[config.mk]
export PLATFORM = sky130hd
export DESIGN_NAME = carrier_mask_gen
export DESIGN_NICKNAME = d
export VERILOG_FILES = /design/src/rtl/carrier_mask_gen_pkg.sv /design/src/rtl/carrier_period_shadow.sv /design/src/rtl/carrier_mask_gen.sv
export SDC_FILE = /design/constraint.sdc
export NUM_CORES = 1
export LEC_CHECK = 0
export ABC_AREA = 0
export CAP_MARGIN = 15
export CORE_UTILIZATION = 45
export DETAILED_ROUTE_END_ITERATION = 8
export GPL_TIMING_DRIVEN = 0
export HOLD_SLACK_MARGIN = 0.02
export PLACE_DENSITY = 0.7
export SLEW_MARGIN = 20
export SYNTH_ARGS = -nofsm -noshare
export SYNTH_HDL_FRONTEND = slang
export SYNTH_HIERARCHICAL = 1
export SYNTH_SLANG_ARGS = --single-unit
[constraint.sdc]
create_clock -name clk -period 3.3 [get_ports clk]
set_input_delay 0.33 -clock clk [delete_from_list [all_inputs] [get_ports clk]]
set_output_delay 0.33 -clock clk [all_outputs]
set_load 0.005 [all_outputs]
[src/rtl/carrier_mask_gen_pkg.sv]
// Shared types and constants for the triangular carrier / mask-event generator.
package carrier_mask_gen_pkg;

    localparam int CARR_WIDTH_DEF = 16;

    typedef enum logic {
        OFF = 1'b0,
        ON  = 1'b1
    } _carr_onoff;

    typedef enum logic [1:0] {
        NO_MASK     = 2'd0,
        MIN_MASK    = 2'd1,
        MAX_MASK    = 2'd2,
        MINMAX_MASK = 2'd3
    } _mask_mode;

    typedef enum logic [1:0] {
        IDLE = 2'd0,
        UP   = 2'd1,
        DOWN = 2'd2
    } _carr_state;

    // Whether the given mask mode wants a pulse at this extreme (at_max=1: peak, 0: minimum).
    function automatic logic mask_hit(input _mask_mode mode, input logic at_max);
        logic hit;
        case (mode)
            MINMAX_MASK: hit = 1'b1;
            MAX_MASK:    hit = at_max;
            MIN_MASK:    hit = ~at_max;
            default:     hit = 1'b0;
        endcase
        return hit;
    endfunction

endpackage

[src/rtl/carrier_period_shadow.sv]
// Period shadow register: period_in is copied to period_active on start, at carrier
// minimum, and every clock while the carrier is stalled on a zero period.
module carrier_period_shadow
    import carrier_mask_gen_pkg::*;
#(
    parameter int CARR_WIDTH = CARR_WIDTH_DEF
) (
    input  logic                  clk,
    input  logic                  resetn,
    input  _carr_onoff            carr_onoff,
    input  _carr_state            state,
    input  logic [CARR_WIDTH-1:0] carrier,
    input  logic [CARR_WIDTH-1:0] period_in,
    output logic [CARR_WIDTH-1:0] period_active,
    output logic                  min_reach
);

    localparam logic [CARR_WIDTH-1:0] CARR_ONE = {{(CARR_WIDTH-1){1'b0}}, 1'b1};

    logic [CARR_WIDTH-1:0] period_q;
    logic [CARR_WIDTH-1:0] period_d;
    logic                  load_s;

    // Load strobe and minimum-reached strobe; a DOWN carrier at 0 is treated as a minimum too.
    always_comb begin
        min_reach = 1'b0;
        load_s    = 1'b0;
        if (carr_onoff == ON) begin
            min_reach = (state == DOWN) && (carrier == CARR_ONE);
            load_s    = (state == IDLE)
                     || ((state == UP) && (period_q == '0))
                     || ((state == DOWN) && (carrier <= CARR_ONE));
        end else begin
            min_reach = 1'b0;
            load_s    = 1'b0;
        end
    end

    // Next shadow value.
    always_comb begin
        if (load_s) begin
            period_d = period_in;
        end else begin
            period_d = period_q;
        end
    end

    // Shadow register.
    always_ff @(posedge clk or negedge resetn) begin
        if (!resetn) begin
            period_q <= '0;
        end else begin
            period_q <= period_d;
        end
    end

    assign period_active = period_q;

endmodule

[src/rtl/carrier_mask_gen.sv]
// Up-down PWM carrier with mask-event pulses at the selected extremes.
// Optional feature macro CARR_PHASE_EN adds phase_in for a non-zero start point.
module carrier_mask_gen
    import carrier_mask_gen_pkg::*;
#(
    parameter int CARR_WIDTH = CARR_WIDTH_DEF
) (
    input  logic                  clk,
    input  logic                  resetn,
    input  _carr_onoff            carr_onoff,
    input  _mask_mode             maskmode,
    input  logic [CARR_WIDTH-1:0] period_in,
`ifdef CARR_PHASE_EN
    input  logic [CARR_WIDTH-1:0] phase_in,
`endif
    output logic [CARR_WIDTH-1:0] carrier,
    output logic                  carr_dir,
    output logic [CARR_WIDTH-1:0] period_active,
    output logic                  maskevent
);

    localparam logic [CARR_WIDTH-1:0] CARR_ONE = {{(CARR_WIDTH-1){1'b0}}, 1'b1};

    _carr_state            state_q, state_d;
    logic [CARR_WIDTH-1:0] carrier_q, carrier_d;
    logic                  dir_q, dir_d;
    logic                  evt_q, evt_d;
    logic [CARR_WIDTH-1:0] period_s;
    logic                  min_reach_s;

    carrier_period_shadow #(
        .CARR_WIDTH (CARR_WIDTH)
    ) u_shadow (
        .clk           (clk),
        .resetn        (resetn),
        .carr_onoff    (carr_onoff),
        .state         (state_q),
        .carrier       (carrier_q),
        .period_in     (period_in),
        .period_active (period_s),
        .min_reach     (min_reach_s)
    );

    // Next-state logic; carr_dir reports the direction of the step just taken.
    always_comb begin
        state_d   = state_q;
        carrier_d = carrier_q;
        dir_d     = dir_q;
        evt_d     = 1'b0;
        if (carr_onoff == OFF) begin
            state_d   = IDLE;
            carrier_d = '0;
            dir_d     = 1'b1;
        end else begin
            case (state_q)
                IDLE: begin
                    dir_d = 1'b1;
`ifdef CARR_PHASE_EN
                    if (phase_in < period_in) begin
                        carrier_d = phase_in;
                        state_d   = UP;
                    end else begin
                        carrier_d = period_in;
                        state_d   = DOWN;
                    end
`else
                    carrier_d = '0;
                    state_d   = UP;
`endif
                end
                UP: begin
                    if (carrier_q < period_s) begin
                        carrier_d = carrier_q + CARR_ONE;
                        dir_d     = 1'b1;
                        if ((carrier_q + CARR_ONE) == period_s) begin
                            evt_d   = mask_hit(maskmode, 1'b1);
                            state_d = DOWN;
                        end else begin
                            state_d = UP;
                        end
                    end else if (period_s != '0) begin
                        state_d = DOWN;
                    end else begin
                        state_d = UP;
                    end
                end
                DOWN: begin
                    // A zero carrier here only arises from a phased start on a zero period.
                    if (carrier_q == '0) begin
                        state_d = UP;
                    end else begin
                        carrier_d = carrier_q - CARR_ONE;
                        dir_d     = 1'b0;
                        if (min_reach_s) begin
                            evt_d   = mask_hit(maskmode, 1'b0);
                            state_d = UP;
                        end else begin
                            state_d = DOWN;
                        end
                    end
                end
                default: begin
                    state_d   = IDLE;
                    carrier_d = '0;
                    dir_d     = 1'b1;
                end
            endcase
        end
    end

    // Carrier state registers.
    always_ff @(posedge clk or negedge resetn) begin
        if (!resetn) begin
            state_q   <= IDLE;
            carrier_q <= '0;
            dir_q     <= 1'b1;
            evt_q     <= 1'b0;
        end else begin
            state_q   <= state_d;
            carrier_q <= carrier_d;
            dir_q     <= dir_d;
            evt_q     <= evt_d;
        end
    end

    assign carrier       = carrier_q;
    assign carr_dir      = dir_q;
    assign period_active = period_s;
    assign maskevent     = evt_q;

endmodule

After elaboration in Yosys (flattened, before gate mapping)
Index checks and enable logic that the tools add are counted.
{ "totals": {"regBits": 36, "output_inout_bits": 34, "elab_cells": 55, "inputBits": 21} }
{ "classes": {"n_mux": 25, "n_reduce_logical": 12, "n_addsub": 2, "eq_ne": 9, "n_lt_le_gt_ge": 2} }
{ "op_table": {"columns": ["op", "count"], "rows": [
  ["16-bit two-way mux", 3],
  ["16-bit logical NOT", 2],
  ["16-bit one-hot mux with 2 select lines", 1],
  ["16-bit by 1-bit adder with 16-bit output (second input constant)", 1],
  ["16-bit by 1-bit == test with 1-bit output (second input constant)", 1],
  ["16-bit == test", 1],
  ["16-bit by 1-bit <= comparator with 1-bit output (second input constant)", 1],
  ["16-bit < comparator", 1],
  ["16-bit nonzero test", 1],
  ["16-bit by 1-bit subtractor with 16-bit output (second input constant)", 1],
  ["1-bit two-way mux", 12],
  ["2-bit two-way mux", 6],
  ["2-bit == test (second input constant)", 3],
  ["3-bit != test (second input constant)", 2],
  ["2-bit one-hot mux with 3 select lines", 1],
  ["2-bit by 1-bit == test with 1-bit output (second input constant)", 2],
  ["1-bit one-hot mux with 2 select lines", 2],
  ["2-bit OR reduction", 2],
  ["1-bit logical AND", 3],
  ["2-bit logical NOT", 1],
  ["1-bit logical OR", 2],
  ["2-bit AND reduction", 1]
]} }

Longest topological paths before layout
{ "depth": {"ltp_word": 7, "ltp_mapped": 12, "mapped_depth_nobuf": 9} }

Modules after synthesis
The synthesis kept the hierarchy.
{ "by_module_without_submodules": {"columns": ["module", "area_each_um2", "seq_area_each_um2", "cells_each", "instances"], "rows": [
  ["carrier_mask_gen", 2615.0, 501.7, 323, 1],
  ["carrier_period_shadow", 763.2, 400.4, 50, 1]
]} }

Worst setup path before layout
No wires, ideal clock.
{ "synth_timing": {"path_kind": "reg2reg", "start": "register u_shadow.period_q[13], in the netlist u_shadow/period_active[13]", "end": "register state_q[0]", "t_arrival_ns": 2.481, "path_stages_with_launch": 10, "setup_ns": 0.120, "path_slack_ns": 0.699, "path_buffers": 0, "period_less_slack_ns": 2.601, "required_ns": 3.180, "cell_sequence": "dfrtp_1 -> inv_1 -> ha_1 -> a211oi_1 -> nor2_1 -> a211oi_1 -> o211ai_2 -> a311o_2 -> or4_4 -> a41o_1"} }
{ "synth_between": {"elab_chain_cells": 5, "word_cells_on_any_way": 8, "cone_classes": "1 x order compare; 1 x eq/ne; 5 x mux; 1 x reduce/logical"} }
{ "synth_lines": {"columns": ["element", "line", "rtl"], "rows": [
  ["start: declaration", "carrier_period_shadow.sv:20", "logic [CARR_WIDTH-1:0] period_q;"],
  ["start signal: assignment", "carrier_period_shadow.sv:53", "period_q <= period_d;"],
  ["branches (longest 2 deep; another with 16-bit < comparator)", null, null],
  ["2-bit two-way mux (*)", "carrier_mask_gen.sv:72", "if (carrier_q < period_s) begin"],
  ["2-bit one-hot mux with 3 select lines (*)", "carrier_mask_gen.sv:55", "case (state_q)"],
  ["2-bit two-way mux (*)", "carrier_mask_gen.sv:50", "if (carr_onoff == OFF) begin"],
  ["net state_d[0]", "carrier_mask_gen.sv:24", "_carr_state state_q, state_d;"],
  ["end signal: assignment", "carrier_mask_gen.sv:119", "state_q <= state_d;"],
  ["end: declaration", "carrier_mask_gen.sv:24", null]
]} }
Mark *: on every way through the listed nets, which the timed path passes.
A chain may end at the register's enable or synchronous reset.

Worst setup path in the final report
{ "layout_timing": {"start": "register u_shadow.period_q[13], in the netlist u_shadow/period_active[13]", "end": "register carrier_q[6], in the netlist carrier[6]"} }
{ "layout_between": {"elab_chain_cells": 3} }
{ "layout_lines": {"columns": ["element", "line", "rtl"], "rows": [
  ["16-bit < comparator", "carrier_mask_gen.sv:72", null],
  ["3-bit != test (no source line)", null, null],
  ["2-bit AND reduction (no source line)", null, null],
  ["end signal: assignment", "carrier_mask_gen.sv:120", "carrier_q <= carrier_d;"],
  ["end: declaration", "carrier_mask_gen.sv:25", "logic [CARR_WIDTH-1:0] carrier_q, carrier_d;"]
]} }
Every way passes these cells.

==> PnR_summary.wiki <==
{| class="wikitable"
! Metric !! Value
|-
| Status || finished, final reports clean
|-
| Final setup slack of the worst path || 359.0 ps
|-
| CTS clock-pin slew for the worst setup and hold paths || 70 ps
|-
| Sink Count || 36
|-
| Skew-Pair Late Insertion Delay || 290 ps
|-
| Share of synthesized registers carrying an async set or reset || 100.0%
|-
| Nature of the critical path startpoint || flop
|-
| RSZ-0062 raised after global routing || no
|-
| Number of placed instances with taps included || 527
|-
| Antenna diodes || 0
|-
| # DRC || 0
|-
| Net count of the finished layout || 480
|-
| Net Count, Synth || 417
|-
| Largest family of logic cells by synthesized area || simple AND/OR/NAND/NOR gates
|-
| Fraction of synthesized area in multiplexers || 7.370%
|-
| Post-Place Worst Slack || 417.5 ps
|-
| Area of the mapped netlist || 3378 um2
|-
| Routed WL per cell || 18.75 um
|-
| Switching portion of total power || 34.80%
|-
| Number of flip-flops and latches in the synthesized netlist || 36
|-
| Post-Synthesis Cells || 373
|-
| Proportion of power drawn by combinational gates || 35.6%
|-
| GRT Residual Overflow || 0
|-
| Height of the chip || 88.65 um
|-
| Share of power burned in registers || 42.6%
|-
| Post-route clock period utilization || 89.12%
|-
| IR drop worst, VDD || 317.8 uV
|-
| Launching instance or port of the critical path || u_shadow/period_active[13]
|-
| Required time reported for the critical path endpoint || 3460 ps
|-
| Kind of end point of the critical path || flop
|-
| R2R cell count || 11
|-
| Detail-routed via count per cell || 6.077
|-
| Synth Area in Compound Gates || 19.48%
|-
| Max Buffers Root-to-Sink || 2
|-
| Number of antenna violations at the first check in global routing || 0
|-
| Ports || 55
|-
| Number of pins exceeding their max-slew limit in the final report || 0
|-
| Endpoint arrival time on the critical path || 3100 ps
|-
| Mean instance size in the synthesized netlist || 9.057 um2
|-
| Overall Global Routing Usage || 27.59%
|-
| Detailed-router iteration count before antenna repair || 5
|-
| Aggregate routed wire length || 10030 um
|-
| Worst hold-check path type || input pin to async pin
|-
| Final hold viol count || 0
|-
| Total Negative Setup Slacks || 0 ps
|-
| Net switching power figure || 487.7 uW
|-
| Largest fanout of any net on the critical path || 10
|-
| Total leakage power || 1.785 nW
|-
| Highest attainable clock frequency || 0.3400 GHz
|-
| Power density over the cells || 337.5 nW/um2
|-
| Die width || 88.65 um
|-
| Initial standard-cell utilization of the core || 46.58%
|-
| Number of flops mapped to enable cells by yosys || 0
|-
| Parity-gate share of the synthesized area counting xor and xnor cells || 7.222%
|-
| Int Pwr || 913.9 uW
|-
| Via Count || 3251
|-
| Fraction of layout cells with a size suffix above 1 || 14.45%
|-
| Via count of the first global-routing pass || 3185
|-
| Relative contribution of the clock network to total power || 21.7%
|-
| Yosys warning count || 6
|-
| Filler cells || 683
|-
| Max-slew headroom || 55.02%
|-
| Main flop type after synthesis || sky130_fd_sc_hd__dfrtp_1
|-
| Number of port buffers || 54
|-
| Crit path kind || flop to flop
|-
| Clock tree from TritonCTS || built
|-
| Least-Margin Pin Slew || 665.3 ps
|-
| Clock Skew || 5.517 ps
|-
| Worst reg2reg setup slack || 360 ps
|-
| DPL Wire Length || 7662 um
|-
| Maximum number of pins on one net before global-route repair || 21
|-
| Simple logic cell fraction of the synthesized area || 21.59%
|-
| Critical register-to-register path endpoint || carrier[6]
|-
| Clock buffer count from CTS || 5
|-
| Adder and majority gate portion of the synthesized area || 8.519%
|-
| Drt initial violations || 276
|-
| Number of rows in the core area || 31
|-
| Final setup vio count || 0
|-
| Min Tclk post-route || 2941 ps
|-
| Wire length of the first global-routing pass || 16360 um
|-
| Total core area || 7253 um2
|-
| Final weighted congestion in routability-driven placement || 0.9432
|-
| Post-layout instance count excluding filler cells || 535
|-
| Area Growth Syn to Fin || 22.93%
|-
| Reg-to-reg critical path startpoint || u_shadow/period_active[13]
|-
| Post-synth cell types || 69
|-
| Max-cap violations || 0
|-
| Htree depth || 2
|-
| Sequential area share after synthesis || 26.70%
|-
| Die Outline Area || 7858 um2
|-
| DRT antenna net count || 0
|-
| Library cell used as clock root buffer || sky130_fd_sc_hd__clkbuf_8
|-
| Setup Fix Bufs, Post-CTS || 0
|}
power groups by stage:
stage	clock network, mW	logic [mW]	registers (mW)
floorplan	0	0.297	0.571
detailed placement	0	0.494	0.604
CTS	0.314	0.497	0.595
global route	0.327	0.548	0.604
finish	0.305	0.499	0.597
global placement	0	0.478	0.602
timing repair:
item                                   CTS  global route
endpoints found under the hold margin   15             0
hold buffers                             1             0
gates resized for setup                  0             0
worst max-delay path by stage:
stage	endpoint	slack (ps)	cells after the start
after floorplan	state_q[0]	700	9
after global placement	state_q[0]	440	8
after detailed placement	state_q[0]	420	8
after CTS	carrier[10]	380	11
after global routing	carrier[10]	180	11
final	carrier[6]	360	11
logic make-up (layout without fill, tap and decap cells):
kind of cell | Yosys count | count (layout)
compound gates | 89 | 89
xor+xnor | 27 | 27
fa+ha+maj | 23 | 23
buf+inv | 54 | 117
flops | 36 | 36
mux | 19 | 19
simple gates | 125 | 125
worst max-delay path, stage by stage, from the launching register on:
cell and delay [ps]:
sky130_fd_sc_hd__dfrtp_1 490, sky130_fd_sc_hd__inv_1 110, sky130_fd_sc_hd__ha_1 300, sky130_fd_sc_hd__a211oi_1 270
sky130_fd_sc_hd__nor2_1 80, sky130_fd_sc_hd__a211oi_1 260, sky130_fd_sc_hd__o211ai_2 210, sky130_fd_sc_hd__a22o_4 300
sky130_fd_sc_hd__and2_1 160, sky130_fd_sc_hd__buf_4 170, sky130_fd_sc_hd__buf_6 150, sky130_fd_sc_hd__o32ai_1 320
layout make-up:
type	count	area (um2)	area share (%)
clock inverters	1	5.005	0.1205
well taps	99	123.9	2.983
repair buffers	56	573.1	13.80
flip-flops and latches	36	902.1	21.72
inverters	30	112.6	2.712
multi-input cells	283	2168	52.21
plain buffers	24	195.2	4.700
clock buffers	6	72.57	1.748
cell usage after synthesis, drive strengths merged (2+ instances only):
library cell	count	area [um2]
nand2b	4	25.02
o22a	3	26.28
nor3	5	25.02
or4	3	30.03
a221oi	2	17.52
xnor2	16	140.1
or3	3	18.77
dfrtp	35	875.8
a31oi	3	18.77
and3	8	50.05
inv	30	112.6
ha	23	287.8
a21oi	19	95.09
o21ai	14	70.07
and2	5	35.04
nor4	13	108.9
nor2	26	100.1
clkbuf	8	60.06
a22oi	8	60.06
nand3	15	75.07
o211ai	4	40.03
nand4	11	75.07
mux2	17	229.0
nor3b	3	22.52
buf	16	135.1
and4	2	22.52
a32oi	5	43.79
nand2	19	71.32
o32ai	7	61.31
nor2b	2	12.51
o22ai	3	32.53
nor4b	2	23.77
xor2	11	103.9
o31ai	5	37.54
mux2i	2	20.02
a211oi	5	37.54
per-layer routing:
layer / GRT usage [%] / vias to the layer above / wire (um)
li1: - / 1503 / -
met1: 37.35 / 1553 / 4466
met2: 43.64 / 169 / 4550
met3: 4.104 / 26 / 676
met4: 12.17 / 0 / 339
met5: 0 / - / 0
through the flow:
stage	area, um2	hold WS, ps	util [%]	power, mW
floorplan	3378	34.41	-	0.8678
global placement	4043	509.9	55.74	1.080
detailed placement	4065	299.2	56.05	1.098
CTS	4153	526.0	57.25	1.406
global route	4153	554.5	57.25	1.479
finish	4153	510.9	57.25	1.402
registers in the layout, summed over array words and instances, names as in the netlist:
signal,count
carr_dir,1
carrier,16
maskevent,1
u_shadow/period_active,16
state_q,2
cells in the final DEF, fill, tap and decap left out, drive strengths merged, types with 4 or more instances in the layout:
cell / n
a211oi: 5
a21oi: 19
a22oi: 8
a32oi: 5
and2: 5
and3: 8
buf: 18
clkbuf: 14
clkdlybuf4s50: 53
dfrtp: 35
ha: 23
inv: 30
mux2: 17
nand2: 19
nand2b: 4
nand3: 15
nand4: 11
nor2: 26
nor3: 5
nor4: 13
o211ai: 4
o21ai: 14
o31ai: 5
o32ai: 7
xnor2: 16
xor2: 11
(Power assumes the default switching activity.)
